## config.mk

```make
export PLATFORM = sky130hd
export DESIGN_NAME = segre_fetch_queue_flat
export DESIGN_NICKNAME = d
export VERILOG_FILES = /design/src/rtl/segre_fetch_queue_pkg.sv /design/src/rtl/segre_fetch_queue_if.sv /design/src/rtl/segre_fetch_queue.sv /design/src/flat_wrapper.sv
export SDC_FILE = /design/constraint.sdc
export NUM_CORES = 1
export LEC_CHECK = 0
export ABC_AREA = 1
export BUFFER_PORTS_ARGS = -buffer_cell sky130_fd_sc_hd__buf_2
export CORE_ASPECT_RATIO = 0.9
export CORE_MARGIN = 5
export CORE_UTILIZATION = 43
export CTS_CLUSTER_DIAMETER = 50
export DETAILED_ROUTE_END_ITERATION = 10
export PLACE_DENSITY = 0.73
export SYNTH_ARGS = -nofsm -noshare
export SYNTH_HDL_FRONTEND = slang
export SYNTH_SLANG_ARGS = --single-unit
```

## constraint.sdc

```tcl
create_clock -name clk_i -period 9.2 [get_ports clk_i]
set_input_delay 0.92 -clock clk_i [delete_from_list [all_inputs] [get_ports clk_i]]
set_output_delay 0.92 -clock clk_i [all_outputs]
set_load 0.02 [all_outputs]
```

## src/rtl/segre_fetch_queue_pkg.sv

```systemverilog
// Shared types and constants for the IF/ID decoupling fetch queue.
package segre_fetch_queue_pkg;

    localparam int WORD_SIZE = 32;
    localparam int ADDR_SIZE = 32;

    // addi x0,x0,0 -- what ID sees whenever the queue is empty
    localparam logic [WORD_SIZE-1:0] NOP_INSTR = 32'h0000_0013;

    typedef struct packed {
        logic [WORD_SIZE-1:0] instr;
        logic [ADDR_SIZE-1:0] pc;
    } fq_entry_t;

endpackage

```

## src/rtl/segre_fetch_queue_if.sv

```systemverilog
// IF-side enqueue, ID-side dequeue and flush signals of the fetch queue.
interface segre_fetch_queue_if
    import segre_fetch_queue_pkg::*;
#(
    parameter int DEPTH = 4
);
    logic                   valid_if_i;
    logic [WORD_SIZE-1:0]   instr_i;
    logic [ADDR_SIZE-1:0]   pc_i;
    logic                   ready_o;
    logic                   almost_full_o;
    logic                   flush_i;
    logic                   id_ready_i;
    logic                   valid_id_o;
    logic [WORD_SIZE-1:0]   instr_o;
    logic [ADDR_SIZE-1:0]   pc_o;
    logic [$clog2(DEPTH):0] count_o;

    modport master (
        output valid_if_i, instr_i, pc_i, flush_i, id_ready_i,
        input  ready_o, almost_full_o, valid_id_o, instr_o, pc_o, count_o
    );

    modport slave (
        input  valid_if_i, instr_i, pc_i, flush_i, id_ready_i,
        output ready_o, almost_full_o, valid_id_o, instr_o, pc_o, count_o
    );

endinterface

```

## src/rtl/segre_fetch_queue.sv

```systemverilog
// Fetch queue between IF and ID: FIFO of {instr, pc}, flushed on taken branch,
// presents a NOP with valid low while empty.
module segre_fetch_queue
    import segre_fetch_queue_pkg::*;
#(
    parameter int DEPTH = 4
) (
    input  logic              clk_i,
    input  logic              rst_i,
    segre_fetch_queue_if.slave fq
);
    localparam int PTR_W = $clog2(DEPTH);
    localparam int CNT_W = PTR_W + 1;

    fq_entry_t        mem [DEPTH];
    logic [PTR_W-1:0] rd_ptr;
    logic [PTR_W-1:0] wr_ptr;
    logic [CNT_W-1:0] count;
    logic             ready;
    logic             valid;
    logic             enq;
    logic             deq;

    // ready comes from count alone, so id_ready_i never reaches it combinationally
    assign ready = (count < CNT_W'(DEPTH));
    assign valid = (count != '0);
    assign enq   = fq.valid_if_i && ready && !fq.flush_i;
    assign deq   = fq.id_ready_i && valid && !fq.flush_i;

    always_ff @(posedge clk_i) begin
        if (rst_i || fq.flush_i) begin
            rd_ptr <= '0;
            wr_ptr <= '0;
            count  <= '0;
        end else begin
            if (enq) wr_ptr <= wr_ptr + PTR_W'(1);
            if (deq) rd_ptr <= rd_ptr + PTR_W'(1);
            case ({enq, deq})
                2'b10:   count <= count + CNT_W'(1);
                2'b01:   count <= count - CNT_W'(1);
                default: count <= count;
            endcase
        end
    end

    // storage is deliberately not reset; the output mux masks it while empty
    always_ff @(posedge clk_i) begin
        if (!rst_i && enq) begin
            mem[wr_ptr] <= '{instr: fq.instr_i, pc: fq.pc_i};
        end
    end

    always_comb begin
        fq.instr_o = NOP_INSTR;
        fq.pc_o    = '0;
        if (valid) begin
            fq.instr_o = mem[rd_ptr].instr;
            fq.pc_o    = mem[rd_ptr].pc;
        end
    end

    assign fq.valid_id_o    = valid;
    assign fq.ready_o       = ready;
    assign fq.almost_full_o = (count >= CNT_W'(DEPTH - 1));
    assign fq.count_o       = count;

endmodule

```

## src/flat_wrapper.sv

```systemverilog
// flat-port wrapper written by rule: the top's interface ports become plain ports
module segre_fetch_queue_flat import segre_fetch_queue_pkg::*;
#(
    parameter int DEPTH = 4
)
  (clk_i, rst_i, fq_valid_if_i, fq_instr_i, fq_pc_i, fq_flush_i, fq_id_ready_i, fq_ready_o, fq_almost_full_o, fq_valid_id_o, fq_instr_o, fq_pc_o, fq_count_o);
  segre_fetch_queue_if #(.DEPTH(DEPTH)) fq_i ();
  input  logic clk_i;
  input  logic rst_i;
  input wire logic [$bits(fq_i.valid_if_i)-1:0] fq_valid_if_i;
  input wire logic [$bits(fq_i.instr_i)-1:0] fq_instr_i;
  input wire logic [$bits(fq_i.pc_i)-1:0] fq_pc_i;
  input wire logic [$bits(fq_i.flush_i)-1:0] fq_flush_i;
  input wire logic [$bits(fq_i.id_ready_i)-1:0] fq_id_ready_i;
  output wire logic [$bits(fq_i.ready_o)-1:0] fq_ready_o;
  output wire logic [$bits(fq_i.almost_full_o)-1:0] fq_almost_full_o;
  output wire logic [$bits(fq_i.valid_id_o)-1:0] fq_valid_id_o;
  output wire logic [$bits(fq_i.instr_o)-1:0] fq_instr_o;
  output wire logic [$bits(fq_i.pc_o)-1:0] fq_pc_o;
  output wire logic [$bits(fq_i.count_o)-1:0] fq_count_o;
  assign fq_i.valid_if_i = fq_valid_if_i;
  assign fq_i.instr_i = fq_instr_i;
  assign fq_i.pc_i = fq_pc_i;
  assign fq_i.flush_i = fq_flush_i;
  assign fq_i.id_ready_i = fq_id_ready_i;
  assign fq_ready_o = fq_i.ready_o;
  assign fq_almost_full_o = fq_i.almost_full_o;
  assign fq_valid_id_o = fq_i.valid_id_o;
  assign fq_instr_o = fq_i.instr_o;
  assign fq_pc_o = fq_i.pc_o;
  assign fq_count_o = fq_i.count_o;
  segre_fetch_queue #(.DEPTH(DEPTH)) u_core (.clk_i(clk_i), .rst_i(rst_i), .fq(fq_i));
endmodule
```

After elaboration in Yosys (flattened, before gate mapping). Memories as Yosys holds them, arrays and structs flattened. A register that Yosys moved wholly into a read port is not among the register bits. Cells that the tools add are included.

$add $sub $neg: 4. Multipliers: 0. Div/mod/pow operators: 0. Magnitude comparators: 2. Equal/unequal tests: 2. Shift operators: 0. Muxes and demuxes: 7. Bitwise gates (word level): 0. Reductions and logical operators: 10.

Operator list (count): $mux 32 (2); $pmux 3 s2 (1); $logic_and 1x1->1 (5); $add 2x1->2 const B (2); $mux 2 (2); $add 3x1->3 const B (1); $ge 3x2->1 const B (1); $lt 3x3->1 const B (1); $reduce_bool 3->1 (1); $sub 3x1->3 const B (1); $eq 2x1->1 const B (1); $eq 2x2->1 const B (1); $logic_not 1->1 (2); $mux 1 (2); $reduce_bool 2->1 (1); $logic_or 1x1->1 (1).

Flip-flop bits (word level): 7. Latch bits: 0. Memory bits (writable): 256. Bits in read-only memories: 0. Input bits: 69. Output and inout port bits: 70. Logic and storage cells: 29. Memories: 1.

Memory list: u_core.mem (depth 4, width 64, read ports 1, clocked after memory_dff 1, wr ports 1, line segre_fetch_queue.sv:15) `fq_entry_t mem [DEPTH];`.

Depth between registers and ports, before layout.
Depth in word-level cells: 6. Gate-level depth with buffers: 12. Gate-level depth less buffers: 12.

Worst setup path after synthesis. No wires, ideal clock.

Path type: input -> register. Start point: input port fq_flush_i. End point: memory u_core.mem[0][0] (netlist bit) (enable). Library setup time: 0.486 ns. Arrival: 4.116 ns. Data required time: 8.714 ns. Path slack: 4.597 ns. Stages: 4. Buffers on the path: 0. Path through: inv_1 > nand3_1 > or2_2 > nor2_1.

Cells in the longest elaborated chain, start to end: 5.

Ends and longest elaborated chain: from (decl) (line flat_wrapper.sv:13) `input wire logic [$bits(fq_i.flush_i)-1:0] fq_flush_i;`; $logic_not 1->1 (line segre_fetch_queue.sv:27) `assign enq = fq.valid_if_i && ready && !fq.flush_i;`; $logic_and 1x1->1 (line segre_fetch_queue.sv:27); $logic_and 1x1->1 (line segre_fetch_queue.sv:48) `if (!rst_i && enq) begin`; $mux 1 (line segre_fetch_queue.sv:48); $mux 1 (not written as such) (line segre_fetch_queue.sv:49) `mem[wr_ptr] <= '{instr: fq.instr_i, pc: fq.pc_i};`; to (decl) (line segre_fetch_queue.sv:15).

Every way passes these cells.

==> results summary <==
The run finished with clean final reports. The number of max-capacitance violations reported came out at 0. The hold violation total from the final report came to 0. The post-detailed-placement cell area came out at 11290 sq um. The routed layout has 6482 vias. The longest clock path from root to sink contains 3 buffers. At the pin with the least slew margin, the transition time is 1.158 ns. The worst slew margin relative to its limit is 22.77%.

For this run, the total global-route usage over all layers was measured as 15.75%. STA classifies the critical path startpoint as a flop. For the final database, setup skew stands at 0.01538 ns. The largest individual stage delay along the critical path comes from the cell sky130_fd_sc_hd__dfxtp_4. The number of search-and-repair iterations in the first detailed-routing pass came out at 5. With fillers left out, the area of the finished cells amounts to 12140 sq um. The maximum number of pins on one net before global-route repair came out at 129. The die boundary height came out at 157.8 um. The clock edge transition at the registers on the reported setup and hold paths came out at 0.06 ns. The clock latency of the later-clocked register in the worst-skew pair is 0.53 ns.

The synthesized area came out at 10430 sq um. Based on the critical path, the design can be clocked at up to 0.2621 GHz. The kind of cell adding the most delay to the critical path is buffers and inverters. The post-layout net count is 1028.

Setup repair after global routing left no endpoint under its margin. The worst-path maximum fanout came out at 68. 0 antenna diodes ended up in the layout. The area growth from synthesis to layout came out at 16.36%. The CTS H-tree depth came out at 1. Setup violations remaining at the end of the flow were counted as 0. Leaving out fill and tap cells, the most frequent cell in the layout is sky130_fd_sc_hd__edfxtp_1. The number of buffers added to fix hold violations after cts came out at 0. The first routing iteration left 416 violations. The core region is 24050 sq um.

The full die area is 27470 sq um. STA classifies the critical path endpoint as an output port. For this design the static power due to leakage is 4.376 nW.

TritonCTS built the clock tree. The cell seen most often among critical-path stages is sky130_fd_sc_hd__nor2_1. The die width is 174.2 um. Gates resized during post-CTS repair numbered 0. For this run, design rule violations remaining after detail routing come to 0. The sum of overflow across all layers after global routing is 0.

The count of cell types in the netlist is 19. At the end of routability-driven placement, the weighted congestion stood at 0.7802. The number of antenna violations at the first check in global routing is 0. The clock sink total is 265. The count of warnings emitted by yosys came out at 0.

The number of buffer cells added on primary ports came out at 138. The count of mapped cells out of synthesis is 822. The HPWL after detailed placement is 12040 um. The top cell types in the final layout, fill and taps aside, are sky130_fd_sc_hd__edfxtp_1 (256), sky130_fd_sc_hd__nor2_1 (249), sky130_fd_sc_hd__buf_2 (138), sky130_fd_sc_hd__o21ai_0 (125), sky130_fd_sc_hd__a21oi_1 (74). The setup slack of the critical path after layout came out at 5.384 ns. The initial core utilization came out at 43.36%. The total design power came out at 0.002478 W. The worst-case vdd ir drop is 0.1771 mV. The overall routed net length is 21930 um.

For this run, the slowest stage of the critical path takes 0.80 ns. The wire length per cell after detailed routing is 17.12 um. The tree is rooted in a sky130_fd_sc_hd__clkbuf_16. The ratio of cells with drive above 1 in the final layout came out at 20.25%. In this run the post-CTS setup repair buffer count came out at 0.

The routed design could run at a clock period as short as 3.816 ns. The path class of the tightest hold or removal check is flop to flop. The total CTS buffers is 29. Counting both buffers and inverters, the worst setup path holds a total of 2.

The total count of max-transition violations in the final report is 0. Hold timing on the final database bottoms out at a slack of 0.4982 ns. The number of global-route vias before repair came out at 6444. The number of storage elements in the synthesis netlist came out at 265. Prior to clock tree synthesis, the placed netlist has a worst setup slack of 5.658 ns.

The final-layout setup total negative slack is 0 ns. The data arrival time of the worst path is 2.90 ns. The required time at the endpoint of the critical path came out at 8.28 ns. The number of filler instances in the final layout came out at 2072. The via-per-instance ratio came out at 5.060. The worst setup path category is flop to output port. The net count after synthesis came out at 897. After synthesis, flip-flops and latches occupy 75.43% of the total area. The floorplan has 54 rows. Walking the worst path, the cells encountered are buf_4 > nor2_1 > nor2_1 > o21ai_0 > a21oi_1 > buf_2. The post-synthesis average cell area came out at 12.69 sq um.

In this run the remaining antenna-violating nets after routing total 0. The power density over the cells is 204.2 nW/um^2. In the finished design, the share of the clock period the worst path needs comes to 41.47%. The wire length of the first global-routing pass is 34620 um. During I/O placement, the number of pins put on the boundary was 139.
-- stage by stage --
| step | std cells | utilization, % |
|---|---|---|
| finish | 1281 | 50.46 |
| global route | 1281 | 50.46 |
| CTS | 1281 | 50.46 |
| detailed placement | 1230 | 46.94 |
| global placement | 1230 | 46.94 |
| floorplan | 822 | - |
-- layout make-up --
type	instances	area, sq um	area share (%)
clock inverter	15	95.09	0.7835
tap	308	385.4	3.175
inverter	20	76.32	0.6289
multi-input combinational	490	2197	18.10
timing repair buffer	147	758.2	6.247
clock buffer	36	752.0	6.196
sequential	265	7873	64.87
-- cells in the mapped netlist --
master                     count  area [sq um]
sky130_fd_sc_hd__a21oi_1      74         370.4
sky130_fd_sc_hd__buf_1         6         22.52
sky130_fd_sc_hd__buf_2        13         65.06
sky130_fd_sc_hd__buf_4         2         15.01
sky130_fd_sc_hd__buf_6        16         180.2
sky130_fd_sc_hd__clkbuf_1     10         37.54
sky130_fd_sc_hd__dfxtp_1       9         180.2
sky130_fd_sc_hd__edfxtp_1    256          7687
sky130_fd_sc_hd__fa_1          1         20.02
sky130_fd_sc_hd__ha_1          5         62.56
sky130_fd_sc_hd__inv_1        17         63.81
sky130_fd_sc_hd__inv_2         3         11.26
sky130_fd_sc_hd__nand2_1      20         75.07
sky130_fd_sc_hd__nand3_1       4         20.02
sky130_fd_sc_hd__nand4_1       2         12.51
sky130_fd_sc_hd__nor2_1      253         949.7
sky130_fd_sc_hd__o21ai_0     125         625.6
sky130_fd_sc_hd__o21ai_1       5         25.02
sky130_fd_sc_hd__or2_2         1         6.260
-- worst register-to-register path, cell delays in order (launching register included) --
cell and delay [ns]:
sky130_fd_sc_hd__dfxtp_1 0.35, sky130_fd_sc_hd__inv_1 0.13, sky130_fd_sc_hd__nand3_1 0.19, sky130_fd_sc_hd__or2_2 0.43, sky130_fd_sc_hd__nor2_4 0.79, sky130_fd_sc_hd__buf_4 0.61
-- flip-flops by register name, summed over array words and instances, names as in the netlist, named ones only --
signal,flops
u_core.fq.count_o,3
u_core.mem,256
u_core.rd_ptr,2
u_core.wr_ptr,2
-- power breakdown --
part	total, W	internal, W	switching (W)
Clock	0.00102	0.000581	0.000444
Combinational	0.000112	0.0000332	0.0000789
Sequential	0.00134	0.00134	0.00000496
Total	0.00248	0.00195	0.000528
-- worst paths after layout --
kind	start	end	cells past startpoint	slack, ns
max	flop	fq_instr_o[14]	6	5.38
min	u_core.rd_ptr[0]$_SDFFE_PP0N_	u_core.rd_ptr[0]$_SDFFE_PP0N_	2	0.50
max reg2reg	u_core.fq.count_o[2]$_SDFFE_PP0P_	u_core.mem[1][34]$_DFFE_PP_	5	6.31
min reg2reg	u_core.rd_ptr[0]$_SDFFE_PP0N_	u_core.rd_ptr[0]$_SDFFE_PP0N_	2	0.50
-- metal layers --
layer	routed length (um)	vias up	track usage, %
met5	0	-	0
met4	416	0	3.656
met3	1258	36	3.510
met2	10900	176	27.95
met1	9362	3098	20.02
li1	-	3172	-
-- kinds of logic (layout without fill, tap and decap cells) --
group	count (synthesis)	count (layout)	synth area share, %
adders and majority gates	6	6	0.7918
and+or+nand+nor	280	280	10.20
buffers and inverters	67	218	3.791
DFF	265	265	75.43
AOI/OAI and AO/OA	204	204	9.789
(Power assumes the default switching activity.)
